`src/rtl/mem_arbiter.sv`:
```
// mem_arbiter: shares one single-ported SRAM between the fetch stage and the data memory stage.
// Data requests win over fetch; each access holds the SRAM for WAIT_CYCLES cycles, then acks for one cycle.
module mem_arbiter #(
   parameter int ADDR_W      = 32,
   parameter int DATA_W      = 32,
   parameter int WAIT_CYCLES = 3
) (
   input  logic              clk,
   input  logic              rst,
   input  logic              if_req,
   input  logic [ADDR_W-1:0] if_addr,
   output logic [DATA_W-1:0] if_rdata,
   output logic              if_ack,
   input  logic              mem_rd_en,
   input  logic              mem_wr_en,
   input  logic [ADDR_W-1:0] mem_addr,
   input  logic [DATA_W-1:0] mem_wdata,
   output logic [DATA_W-1:0] mem_rdata,
   output logic              mem_ack,
   output logic              sram_en,
   output logic              sram_we,
   output logic [ADDR_W-1:0] sram_addr,
   output logic [DATA_W-1:0] sram_wdata,
   input  logic [DATA_W-1:0] sram_rdata,
   output logic              freeze,
   output logic              proto_err
);
   typedef enum logic [1:0] {IDLE, ACCESS, DONE} state_t;
   state_t state;
   logic [3:0] cnt;
   logic gnt_mem;
   logic mem_req;
   assign mem_req = mem_rd_en | mem_wr_en;
   assign freeze = (if_req & ~if_ack) | (mem_req & ~mem_ack);
   always_ff @(posedge clk or negedge rst) begin
      if (!rst) begin
         state      <= IDLE;
         cnt        <= '0;
         gnt_mem    <= 1'b0;
         sram_en    <= 1'b0;
         sram_we    <= 1'b0;
         sram_addr  <= '0;
         sram_wdata <= '0;
         if_ack     <= 1'b0;
         mem_ack    <= 1'b0;
         if_rdata   <= '0;
         mem_rdata  <= '0;
         proto_err  <= 1'b0;
      end else begin
         case (state)
            IDLE: if (mem_req | if_req) begin
               gnt_mem    <= mem_req;
               sram_addr  <= mem_req ? mem_addr : if_addr;
               sram_wdata <= mem_wdata;
               sram_en    <= 1'b1;
               sram_we    <= mem_wr_en;
               proto_err  <= proto_err | (mem_rd_en & mem_wr_en);
               cnt        <= 4'(WAIT_CYCLES - 1);
               state      <= ACCESS;
            end
            ACCESS: if (cnt == 4'd0) begin
               // writes leave mem_rdata holding the last read value
               if (gnt_mem && !sram_we) mem_rdata <= sram_rdata;
               if (!gnt_mem) if_rdata <= sram_rdata;
               mem_ack <= gnt_mem;
               if_ack  <= ~gnt_mem;
               sram_en <= 1'b0;
               sram_we <= 1'b0;
               state   <= DONE;
            end else begin
               cnt <= cnt - 4'd1;
            end
            default: begin
               if_ack  <= 1'b0;
               mem_ack <= 1'b0;
               state   <= IDLE;
            end
         endcase
      end
   end
endmodule
```
`config.mk`:
```
export PLATFORM = sky130hd
export DESIGN_NAME = mem_arbiter
export DESIGN_NICKNAME = d
export VERILOG_FILES = /design/src/rtl/mem_arbiter.sv
export SDC_FILE = /design/constraint.sdc
export NUM_CORES = 1
export LEC_CHECK = 0
export ABC_CLOCK_PERIOD_IN_PS = 2500
export CAP_MARGIN = 20
export CORE_ASPECT_RATIO = 1.5
export CORE_MARGIN = 2
export CORE_UTILIZATION = 41
export CTS_CLUSTER_DIAMETER = 50
export DETAILED_ROUTE_END_ITERATION = 7
export HOLD_SLACK_MARGIN = 0.12
export PLACE_DENSITY = 0.8
export SLEW_MARGIN = 20
export SYNTH_ARGS = -nofsm -noshare
export SYNTH_HDL_FRONTEND = slang
export SYNTH_SLANG_ARGS = --single-unit
```
`constraint.sdc`:
```
create_clock -name clk -period 2.5 [get_ports clk]
set_clock_uncertainty 0.1 [all_clocks]
set_input_delay 0.75 -clock clk [delete_from_list [all_inputs] [get_ports clk]]
set_output_delay 0.75 -clock clk [all_outputs]
set_load 0.01 [all_outputs]
```
-- Yosys cells after proc, flatten, opt, wreduce, memory -nomap -nowiden
Index checks and enable logic that the tools add are counted.
- input port bits: 133
- output and inout port bits: 134
- flip-flop bits (word level): 140
- logic and storage cells: 56
- $add $sub $neg: 1
- reduce and logical (&&, ||, !) cells: 12
- equal/unequal tests: 4
- bitwise logic cells: 11
- mux-type cells: 16
- operators with widths (kind ; count):
    32-bit two-way mux ; 1
    3-bit AND reduction ; 4
    4-bit two-way mux ; 2
    1-bit one-hot mux with 2 select lines ; 4
    4-bit one-hot mux with 2 select lines ; 1
    2-bit inequality test (second input constant) ; 3
    2-bit AND reduction ; 3
    1-bit two-way mux ; 5
    4-bit logical NOT ; 1
    2-bit two-way mux ; 2
    1-bit NOT ; 4
    1-bit bitwise OR ; 4
    2-bit one-hot mux with 2 select lines ; 1
    4-bit by 1-bit subtractor with 4-bit output (second input constant) ; 1
    1-bit AND ; 3
    2-bit by 1-bit equality test with 1-bit output (second input constant) ; 1
    2-bit logical NOT ; 1
    2-bit nonzero test ; 1
    1-bit logical AND ; 1
    1-bit logical NOT ; 1

-- Depth between registers and ports, before layout
- depth in word-level cells: 4
- gate-level depth with buffers: 7
- gate-level depth less buffers: 5

-- Worst setup path before layout
Ideal clock, no wire load.
- path type: input to output
- start point: input mem_wr_en
- end point: output freeze
- buffers on the path: 1
- stages on the path: 3
- arrival time: 1.598 ns
- data required time: 1.650 ns
- setup slack: 0.052 ns
- cell sequence: nor2_1 -> buf_2 -> o22ai_1
- longest elaborated chain between the ends: 3
- ends and longest elaborated chain (what ; RTL line ; text):
    start, declared ; 15 ; input logic mem_wr_en,
    1-bit bitwise OR ; 33 ; assign mem_req = mem_rd_en | mem_wr_en;
    1-bit AND ; 34 ; assign freeze = (if_req & ~if_ack) | (mem_req & ~mem_ack);
    1-bit bitwise OR ; 34 ;
    end, declared ; 25 ; output logic freeze,
No other way between the ends.

-- Worst setup path after layout
Ends and elaborated chain as after synthesis.

==> impl_metrics.py <==
metrics = {
    "die": {
        "fp.dieH_um": 147.8,
        "coreArea_sq_um": 13470,
        "die_w_um": 99.84,
        "io_pins": 267,
        "die-area_sq_um": 14750,
        "initial_core_util_pct": 41.95,
        "placementRows": 52,
    },
    "yosys": {
        "synth-edff-count": 0,
        "synth.net_count": 533,
        "ys_ff_latch": 140,
        "yosys.area.top_type_share_pct": 62.02,
        "avgSynthCellArea_sq_um": 14.19,
        "synthArstFlopShare_pct": 100.0,
        "synth_area_sq_um": 5649,
        "seq_area_frac_synth_pct": 62.02,
        "yosysUniqueCellTypes": 30,
        "synth.top_cells.by_area": "dfrtp_1 62%, mux2_2 19%, mux2i_1 6.0%, o21ai_0 5.8%, buf_4 0.80%",
        "synthesis.instances": 398,
        "ys.warnings.count": 0,
        "synthFlopType": "dfrtp_1",
        "yosysTopAreaCell": "dfrtp_1",
    },
    "timing": {
        "drv_slew": 0,
        "max-slew-margin-rel_pct": 58.41,
        "fmax_ghz": 0.4308,
        "finalHoldViolations": 0,
        "fin_hold_ws_ps": 193.7,
        "post-route-period-util_pct": 92.84,
        "post-route-min-period_ps": 2321,
        "finalSetupViolations": 0,
        "max_slew.worst_pin.slew_ps": 623.9,
        "rsz0062_at_grt": "false",
        "tns_ps": 0,
    },
    "route": {
        "drc": 0,
        "drt_first_pass_iters": 4,
        "num_vias": 4368,
        "wl_per_cell_um": 17.62,
        "ant_nets": 0,
        "drt_iter0_markers": 130,
        "routed_wl_um": 14940,
        "via_per_inst": 5.151,
    },
    "job": {
        "cap_violations": 0,
    },
    "outcome": {
        "status": "completed",
    },
    "layout": {
        "fin_nets": 808,
        "nFillCells": 987,
        "n_antenna_cell": 0,
        "finalCoreUtilization_pct": 68.05,
        "area_delta_synth_final_pct": 62.24,
        "drive_gt1_share_pct": 22.30,
        "final_common_cell": "clkdlybuf4s50_1",
        "layout_common_cells": "261 x clkdlybuf4s50_1, 140 x dfrtp_1, 96 x mux2_2, 65 x o21ai_0, 34 x mux2i_1",
    },
    "worst_setup_path": {
        "crit_top_cell": "buf_6",
        "cp.arrival_ps": 1470,
        "startpoint": "mem_wr_en",
        "cp_slowest_cell": "dlygate4sd2_1",
        "end_kind": "primary output",
        "start_kind": "primary input",
        "cp_slowest_stage_delay_ps": 270,
        "cp_num_buf_inv": 3,
        "reg2reg_from": "cnt[0]",
        "crit_family": "buffers and inverters",
        "required_ps": 1650,
        "cp_cell_sequence": "dlygate4sd2_1 -> nor2_4 -> o22ai_2 -> buf_6 -> buf_6",
        "path_max_fanout": 2,
        "critical_path_class": "in -> out",
    },
    "global_route": {
        "antenna_found_initial": 0,
        "grt_max_degree": 55,
        "grt_overflow": 0,
        "grt_pass1_wl_um": 23770,
        "grt_pass1_vias": 4726,
        "grt_util_all_layers_pct": 20.70,
    },
    "cts": {
        "clkSinkCount": 140,
        "cts_tree": "yes",
        "worstSkewPairLatency_ps": 400,
        "clockBufferDepth": 2,
        "numCtsBuffers": 17,
        "clockRootBuffer": "clkbuf_16",
        "postCtsHoldBufs": 0,
        "cts.htree.levels": 4,
        "clk_pin_slew_ps": 60,
    },
    "power": {
        "p_total_uw": 11550,
        "p_leak_uw": 0.003850,
        "vdd_ir_drop_max_mv": 0.5868,
        "power_density_nw_per_um2": 1260,
    },
    "place": {
        "gp_congestion": 0.7979,
        "hpwl_um": 11170,
        "port_buffers": 266,
    },
    "min_path": {
        "hold_path_class": "in -> async",
    },
}
[synth_stat cells, types with 2 or more instances]
cell / number
dfrtp_1: 140
mux2_2: 96
o21ai_0: 65
mux2i_1: 34
clkbuf_1: 9
buf_2: 6
buf_4: 6
inv_1: 5
a31o_2: 4
buf_6: 3
nand2_1: 3
nand3_1: 3
o21ai_1: 3
ha_1: 2
nand2b_1: 2
nor2_1: 2
o22ai_1: 2
[state kept, by name (all words and copies together) (netlist names)]
name / cells
if_rdata: 32
mem_rdata: 32
sram_addr: 32
sram_wdata: 32
cnt: 4
state: 2
gnt_mem: 1
if_ack: 1
mem_ack: 1
proto_err: 1
sram_en: 1
sram_we: 1
[area by class of cell]
class                   count  area [sq um]  area share [%]
flip-flops and latches    140          3503           38.23
repair buffers            280          2833           30.91
multi-input cells         229          2007           21.90
clock buffers              18         429.2           4.683
well taps                 162         202.7           2.212
clock inverters            14         171.4           1.870
inverters                   5         18.77          0.2048
[layer usage]
layer	part of all wire, %	GRT usage [%]	up-vias
met1	35	21.85	2154
met5	0	0	-
li1	-	-	1983
met2	54	37.50	201
met4	2.6	8.219	0
met3	7.9	6.903	30
[through the flow]
step	setup WS (ps)	cell area, sq um	instances
3_5_place_dp	-511.2	8557	816
2_1_floorplan	51.96	5649	398
3_3_place_gp	-492.1	8557	816
6_report	179.0	9165	848
4_1_cts	172.3	9165	848
5_1_grt	139.8	9165	848
[power by group]
part / internal (uW) / switching, uW
clock network: 1570 / 943
logic: 3050 / 2000
registers: 3390 / 594
total: 8010 / 3540
[worst register-to-register path, delay by kind of cell, from the launching register on]
family,cells,cell delay [ps]
DFF,1,380
muxes,1,390
buffers and inverters,2,360
and+or+nand+nor,2,690
adders and majority gates,1,180
[path summary, 6_finish.rpt]
path | slack, ps | cells after the start | end
hold / removal | 190 | 1 | mem_rdata[28]
min in group clk | 390 | 1 | proto_err
max in group asynchronous | 1460 | 2 | if_rdata[15]
hold reg to reg | 390 | 1 | proto_err
setup / recovery | 180 | 5 | freeze
setup reg to reg | 290 | 6 | if_rdata[18]
[what timing repair did]
item                                    4_1_cts  5_1_grt
endpoints found under the setup margin        1        0
setup buffers                                 0        0
gates resized for setup                      10        0
[logic make-up after synthesis]
family / synth area share, %
adders and majority gates: 0.4429
DFF: 62.02
and+or+nand+nor: 2.370
muxes: 25.16
AOI/OAI and AO/OA: 7.154
buffers and inverters: 2.857
(Power assumes the default switching activity.)
